## src/rtl/pi_master_if.sv

```systemverilog
// User-side request/data bus and SPI pins of pi_master.
// The master modport is the view taken by pi_master; slave is the user/SPI-slave side.
interface pi_master_if #(
    parameter int LEN_W = 16
);
    logic             req;
    logic             we;
    logic [6:0]       cmd;
    logic [23:0]      addr;
    logic [LEN_W-1:0] len;
    logic             busy;
    logic             done;
    logic [7:0]       wr_data;
    logic             wr_ack;
    logic [7:0]       rd_data;
    logic             rd_vld;
    logic             spi_sck;
    logic             spi_ss;
    logic             spi_mosi;
    logic             spi_miso;

    modport master (
        input  req, we, cmd, addr, len, wr_data, spi_miso,
        output busy, done, wr_ack, rd_data, rd_vld, spi_sck, spi_ss, spi_mosi
    );

    modport slave (
        output req, we, cmd, addr, len, wr_data, spi_miso,
        input  busy, done, wr_ack, rd_data, rd_vld, spi_sck, spi_ss, spi_mosi
    );
endinterface

```

## src/rtl/pi_master.sv

```systemverilog
// SPI mode-0 master issuing PI bus transactions: {we,cmd}, 24-bit address,
// optional read turnaround bytes, then len data bytes streamed to/from the user side.
module pi_master #(
    parameter int CLK_DIV = 4,
    parameter int LEN_W   = 16,
    parameter int TURN    = 1
) (
    input  logic        clk,
    input  logic        rst_n,
    pi_master_if.master bus
);
    localparam int               CW        = $clog2(2 * CLK_DIV + 1);
    localparam logic [CW-1:0]    DIV_LAST  = CW'(CLK_DIV - 1);
    localparam logic [CW-1:0]    GAP_LAST  = CW'(2 * CLK_DIV - 1);
    localparam logic [CW-1:0]    CW_ONE    = CW'(1);
    localparam logic [LEN_W-1:0] LEN_ONE   = LEN_W'(1);
    localparam logic [LEN_W-1:0] ADDR_LAST = LEN_W'(2);
    localparam logic [LEN_W-1:0] TURN_LAST = (TURN > 0) ? LEN_W'(TURN - 1) : '0;

    typedef enum logic [2:0] {
        S_IDLE, S_CMD, S_ADDR, S_TURN, S_DATA, S_END, S_GAP
    } state_t;

    state_t           state, state_nxt;
    logic [CW-1:0]    div_cnt;
    logic [2:0]       bit_cnt;
    logic [LEN_W-1:0] byte_cnt, cnt_nxt, len_q;
    logic [23:0]      addr_q;
    logic             we_q;
    logic [6:0]       tx_sr;
    logic [6:0]       rx_sr;
    logic [7:0]       nxt_byte;
    logic [7:0]       rd_data_r;
    logic             sck, ss, mosi, done_r, rd_vld_r;
    logic             shifting, tick, rise, fall, byte_end, accept, go_data, wr_ack_c;

    assign shifting = state inside {S_CMD, S_ADDR, S_TURN, S_DATA};
    assign tick     = (div_cnt == DIV_LAST);
    assign rise     = shifting & tick & ~sck;
    assign fall     = shifting & tick & sck;
    assign byte_end = fall & (bit_cnt == 3'd7);
    assign accept   = (state == S_IDLE) & bus.req;

    // Sequencing decisions are taken at the SCK fall ending a byte; nxt_byte is
    // the byte loaded into the shifter at that same edge.
    always_comb begin
        state_nxt = state;
        cnt_nxt   = byte_cnt;
        nxt_byte  = 8'hFF;
        go_data   = 1'b0;
        wr_ack_c  = 1'b0;
        case (state)
            S_IDLE: if (bus.req) state_nxt = S_CMD;
            S_CMD: if (byte_end) begin
                state_nxt = S_ADDR;
                cnt_nxt   = '0;
                nxt_byte  = addr_q[23:16];
            end
            S_ADDR: if (byte_end) begin
                if (byte_cnt == ADDR_LAST) begin
                    if (!we_q && TURN > 0) begin
                        state_nxt = S_TURN;
                        cnt_nxt   = '0;
                    end else begin
                        go_data = 1'b1;
                    end
                end else begin
                    cnt_nxt  = byte_cnt + LEN_ONE;
                    nxt_byte = (byte_cnt == '0) ? addr_q[15:8] : addr_q[7:0];
                end
            end
            S_TURN: if (byte_end) begin
                if (byte_cnt == TURN_LAST) go_data = 1'b1;
                else cnt_nxt = byte_cnt + LEN_ONE;
            end
            S_DATA: if (byte_end) begin
                if (byte_cnt == len_q - LEN_ONE) begin
                    state_nxt = S_END;
                end else begin
                    cnt_nxt  = byte_cnt + LEN_ONE;
                    nxt_byte = we_q ? bus.wr_data : 8'hFF;
                    wr_ack_c = we_q;
                end
            end
            S_END: if (tick) state_nxt = S_GAP;
            S_GAP: if (div_cnt == GAP_LAST) state_nxt = S_IDLE;
            default: state_nxt = S_IDLE;
        endcase
        if (go_data) begin
            cnt_nxt = '0;
            if (len_q == '0) begin
                state_nxt = S_END;
            end else begin
                state_nxt = S_DATA;
                nxt_byte  = we_q ? bus.wr_data : 8'hFF;
                wr_ack_c  = we_q;
            end
        end
    end

    always_ff @(posedge clk or negedge rst_n) begin
        if (!rst_n) state <= S_IDLE;
        else        state <= state_nxt;
    end

    always_ff @(posedge clk or negedge rst_n) begin
        if (!rst_n) begin
            div_cnt   <= '0;
            bit_cnt   <= '0;
            byte_cnt  <= '0;
            len_q     <= '0;
            addr_q    <= '0;
            we_q      <= 1'b0;
            tx_sr     <= '0;
            rx_sr     <= '0;
            rd_data_r <= '0;
            rd_vld_r  <= 1'b0;
            done_r    <= 1'b0;
            sck       <= 1'b0;
            ss        <= 1'b1;
            mosi      <= 1'b0;
        end else begin
            done_r   <= 1'b0;
            rd_vld_r <= 1'b0;
            byte_cnt <= cnt_nxt;
            // Half-period timer restarts on every SCK toggle and every phase change.
            if (state == S_IDLE || state_nxt != state || (shifting && tick))
                div_cnt <= '0;
            else
                div_cnt <= div_cnt + CW_ONE;

            if (accept) begin
                we_q    <= bus.we;
                len_q   <= bus.len;
                addr_q  <= bus.addr;
                tx_sr   <= bus.cmd;
                mosi    <= bus.we;
                ss      <= 1'b0;
                sck     <= 1'b0;
                bit_cnt <= '0;
            end

            if (rise) begin
                sck   <= 1'b1;
                rx_sr <= {rx_sr[5:0], bus.spi_miso};
                if (state == S_DATA && bit_cnt == 3'd7 && !we_q) begin
                    rd_data_r <= {rx_sr, bus.spi_miso};
                    rd_vld_r  <= 1'b1;
                end
            end

            if (fall) begin
                sck     <= 1'b0;
                bit_cnt <= bit_cnt + 3'd1;
                if (bit_cnt == 3'd7) begin
                    tx_sr <= nxt_byte[6:0];
                    mosi  <= (state_nxt == S_END) ? 1'b0 : nxt_byte[7];
                end else begin
                    tx_sr <= {tx_sr[5:0], 1'b0};
                    mosi  <= tx_sr[6];
                end
            end

            if (state == S_END && tick) begin
                ss     <= 1'b1;
                done_r <= 1'b1;
            end
        end
    end

    assign bus.busy     = (state != S_IDLE);
    assign bus.done     = done_r;
    assign bus.wr_ack   = wr_ack_c;
    assign bus.rd_data  = rd_data_r;
    assign bus.rd_vld   = rd_vld_r;
    assign bus.spi_sck  = sck;
    assign bus.spi_ss   = ss;
    assign bus.spi_mosi = mosi;
endmodule

```

## src/flat_wrapper.sv

```systemverilog
// flat-port wrapper written by rule: the top's interface ports become plain ports
module pi_master_flat 
#(
    parameter int CLK_DIV = 4,
    parameter int LEN_W   = 16,
    parameter int TURN    = 1
)
  (clk, rst_n, bus_req, bus_we, bus_cmd, bus_addr, bus_len, bus_wr_data, bus_spi_miso, bus_busy, bus_done, bus_wr_ack, bus_rd_data, bus_rd_vld, bus_spi_sck, bus_spi_ss, bus_spi_mosi);
  pi_master_if #(.LEN_W(LEN_W)) bus_i ();
  input  logic clk;
  input  logic rst_n;
  input wire logic [$bits(bus_i.req)-1:0] bus_req;
  input wire logic [$bits(bus_i.we)-1:0] bus_we;
  input wire logic [$bits(bus_i.cmd)-1:0] bus_cmd;
  input wire logic [$bits(bus_i.addr)-1:0] bus_addr;
  input wire logic [$bits(bus_i.len)-1:0] bus_len;
  input wire logic [$bits(bus_i.wr_data)-1:0] bus_wr_data;
  input wire logic [$bits(bus_i.spi_miso)-1:0] bus_spi_miso;
  output wire logic [$bits(bus_i.busy)-1:0] bus_busy;
  output wire logic [$bits(bus_i.done)-1:0] bus_done;
  output wire logic [$bits(bus_i.wr_ack)-1:0] bus_wr_ack;
  output wire logic [$bits(bus_i.rd_data)-1:0] bus_rd_data;
  output wire logic [$bits(bus_i.rd_vld)-1:0] bus_rd_vld;
  output wire logic [$bits(bus_i.spi_sck)-1:0] bus_spi_sck;
  output wire logic [$bits(bus_i.spi_ss)-1:0] bus_spi_ss;
  output wire logic [$bits(bus_i.spi_mosi)-1:0] bus_spi_mosi;
  assign bus_i.req = bus_req;
  assign bus_i.we = bus_we;
  assign bus_i.cmd = bus_cmd;
  assign bus_i.addr = bus_addr;
  assign bus_i.len = bus_len;
  assign bus_i.wr_data = bus_wr_data;
  assign bus_i.spi_miso = bus_spi_miso;
  assign bus_busy = bus_i.busy;
  assign bus_done = bus_i.done;
  assign bus_wr_ack = bus_i.wr_ack;
  assign bus_rd_data = bus_i.rd_data;
  assign bus_rd_vld = bus_i.rd_vld;
  assign bus_spi_sck = bus_i.spi_sck;
  assign bus_spi_ss = bus_i.spi_ss;
  assign bus_spi_mosi = bus_i.spi_mosi;
  pi_master #(.CLK_DIV(CLK_DIV), .LEN_W(LEN_W), .TURN(TURN)) u_core (.clk(clk), .rst_n(rst_n), .bus(bus_i));
endmodule
```

## config.mk

```make
export PLATFORM = sky130hd
export DESIGN_NAME = pi_master_flat
export DESIGN_NICKNAME = d
export VERILOG_FILES = /design/src/rtl/pi_master_if.sv /design/src/rtl/pi_master.sv /design/src/flat_wrapper.sv
export SDC_FILE = /design/constraint.sdc
export NUM_CORES = 1
export LEC_CHECK = 0
export BUFFER_PORTS_ARGS = -buffer_cell sky130_fd_sc_hd__buf_2
export CAP_MARGIN = 15
export CORE_ASPECT_RATIO = 1.4
export CORE_MARGIN = 3
export CORE_UTILIZATION = 33
export CTS_CLUSTER_SIZE = 30
export DETAILED_ROUTE_END_ITERATION = 8
export GPL_ROUTABILITY_DRIVEN = 0
export PLACE_DENSITY = 0.61
export SLEW_MARGIN = 20
export SYNTH_ARGS = -nofsm -noshare
export SYNTH_HDL_FRONTEND = slang
export SYNTH_SLANG_ARGS = --single-unit
```

## constraint.sdc

```tcl
create_clock -name clk -period 4.15 [get_ports clk]
set_clock_uncertainty 0.15 [all_clocks]
set_input_delay 0.415 -clock clk [delete_from_list [all_inputs] [get_ports clk]]
set_output_delay 0.415 -clock clk [all_outputs]
set_load 0.02 [all_outputs]
```

==> run metrics <==
DRT iter0 DRCs 267; clock buffer depth 2; Final Power 1.84 mW; largest net degree at the start of global routing 59; total CTS buffers 9; post-route ant nets 0; post-synthesis simple-gate area fraction 24.6%; Synth Area per Inst 8.78 sq um; Pwr Density 294 mW/mm^2; area occupied by registers 0.00235 sq mm; Pre-antenna DRT Iters 5; CTS Hold Bufs 0; die footprint 0.0180 sq mm; Initial Utilization 34.2%; number of I/O pins 75; CTS tree yes; setup TNS 0 ns; WHS -0.00204 ns; Area Overhead vs Synth 15.5%; violations in the final reports hold timing; crit path kind flip-flop to output port; Synth Register Bits 94; Hold WC Path Type primary input to async pin; post-synthesis adder-cell area fraction 1.62%; Synth area leaders dfrtp_1 (43%), nand2_1 (11%), a21oi_1 (2.7%); Leak Pwr 2.99 nW; first-pass GRT wire length 23.3 mm; post-synth top area cell dfrtp_1; worst slack at placement 0.582 ns; share of the synthesized area in the top cell type 43.0%; Core Box Area 0.0158 sq mm; layout cell share with drive strength beyond 1 19.4%; CTS clk-pin slew, worst paths 0.07 ns; DR vias/cell 5.44; Compound-Gate Fraction of Synth Area 18.1%; status complete, but fails checks; Tmin final 3.83 ns; Post-synth ARST share 100%; most common cell in the netlist nand2_1; Port Buffers 74; actual slew at the worst max-slew pin 0.773 ns; xor and xnor fraction of the mapped netlist area 2.91%; Data required, critical path 3.59 ns; setup violators final 0; maximum fanout along the worst path 5; Post-Syn Area 0.00541 sq mm; Placed Cells 858; Synth top cells by count nand2_1 (152), dfrtp_1 (93), clkbuf_1 (32); mux share of post-synthesis cell area 4.60%; Final Cycle Share 92.2%; Critical Path Sink Type output port; FP Rows 54; post-synthesis instance total 616; vias in the first global route 4,857; EDFF count, synth 0; DIE WIDTH 114 um; H-tree level count 3; post-CTS setup buffers 0; Post-Syn Nets 683; drt drc 0; Crit path arrival time 3.26 ns; Yosys cell types 67; Peak VDD IR 187 uV; final std cells w/o fill 875; CTS resizes 0; max-slew violation count 0; post-DP HPWL 10.4 mm; post-DR wirelength/cell 16.4 um; Fin. Hold Viols 1; initial antenna violation count 0; final core utilization 39.5%; Max-cap violations 0; gr usage total 16.0%; fill count 1,639; vias 4,759; setup ws final 0.323 ns; fin nets 741; relative slew slack 48.5%; Clock Latency Late Sink 0.35 ns; largest family of logic cells by synthesized area simple AND/OR/NAND/NOR gates; fmax 0.261 GHz; Multi-input gate area 0.00281 sq mm; Root Driver clkbuf_16; RSZ-0062 raised after global routing false; Overflow after GRT 0; Routed WL 14.4 mm; register area share after synthesis 43.5%; YS warnings 0; ys flop type dfrtp_1; clock sinks 94; chip height 157 um; diode count 0; startpoint class of the critical path flip-flop
placed cells by master (no fill, tap or decap), types with 4 or more instances in the layout:
cell type / instances
o21a_1: 4
nor2b_1: 5
o21ai_0: 22
buf_4: 12
a21o_1: 8
o21ai_2: 4
o21ai_1: 5
clkbuf_16: 9
dfrtp_1: 93
buf_2: 73
nand2_1: 152
mux2_2: 7
o31ai_2: 6
and3_1: 6
ha_1: 7
a31oi_1: 18
inv_1: 21
xnor2_1: 10
xor2_1: 8
nand4_1: 10
nor4_1: 4
nor3_1: 9
nand3_1: 16
mux2i_1: 8
nor2_1: 28
nand2b_1: 10
o31ai_1: 15
and2_1: 5
mux2_1: 8
a21oi_1: 29
final timing paths:
path                                             start                         endpoint  slack (ns)  cells past startpoint
max                        u_core.len_q[0]$_DFFE_PN0P_                       bus_wr_ack        0.32                     11
min                                              rst_n        u_core.bus.done$_DFF_PN0_      -0.002                      1
max reg2reg                  u_core.state[0]$_DFF_PN0_  u_core.bus.spi_mosi$_DFFE_PN0P_        0.80                      9
min reg2reg                u_core.div_cnt[0]$_DFF_PN0_      u_core.div_cnt[0]$_DFF_PN0_        0.32                      1
max in group asynchronous                        rst_n  u_core.bus.spi_mosi$_DFFE_PN0P_        2.87                      2
min in group clk                           bus_len[12]     u_core.len_q[12]$_DFFE_PN0P_        0.10                      3
metrics by stage:
step / hold WS [ns] / instance area, sq um
after global routing: 0.0688 / 6250
after global placement: 0.294 / 5930
after floorplan: -0.0306 / 5410
final: -0.00204 / 6250
after detailed placement: 0.308 / 5930
after CTS: 0.0341 / 6240
where the power goes:
group	switching, mW	internal, mW
sequential	0.00217	0.919
clock	0.373	0.491
combinational	0.0298	0.0238
layout make-up:
cell class / instances / area share (%)
clock buffer: 11 / 3.88
timing repair buffer: 85 / 7.29
clock inverter: 5 / 1.04
sequential: 94 / 37.7
inverter: 21 / 1.26
multi-input combinational: 463 / 44.9
tap: 196 / 3.92
layer usage:
metal	vias to the layer above	routed length [um]	share of wire, %	track usage [%]
met1	2324	5760	40	18.6
li1	2281	-	-	-
met4	0	383	2.7	6.62
met3	26	506	3.5	2.73
met2	128	7720	54	28.8
met5	-	0	0	0
sequential cells by signal, indices dropped and copies added (netlist names):
signal               flops
u_core.bit_cnt           3
u_core.we_q              1
u_core.len_q            16
u_core.bus.spi_ss        1
u_core.addr_q           24
u_core.bus.spi_mosi      1
u_core.bus.rd_data       8
u_core.rx_sr             7
u_core.bus.spi_sck       1
u_core.byte_cnt         16
u_core.state             3
u_core.div_cnt           4
u_core.bus.rd_vld        1
u_core.tx_sr             7
u_core.bus.done          1
cell families (layout without fill, tap and decap cells):
logic type,count (synthesis),in the layout
AO/OA/AOI/OAI,142,142
AND/OR/NAND/NOR,273,273
multiplexers,23,23
flip-flops,94,94
buffers and inverters,59,122
XOR/XNOR,18,18
adder cells (fa/ha/maj),7,7
worst max-delay path: stages, from the launching register on:
cell and delay, ns:
dfrtp_1 0.44, inv_1 0.10, ha_1 0.24, nor4b_4 0.27, nand4_1 0.21, nand2_1 0.12
nand4_1 0.09, or4_1 0.49, or3_1 0.41, and3_1 0.21, o21a_1 0.17, buf_2 0.16
No activity file was read; power rests on OpenSTA's default activity.
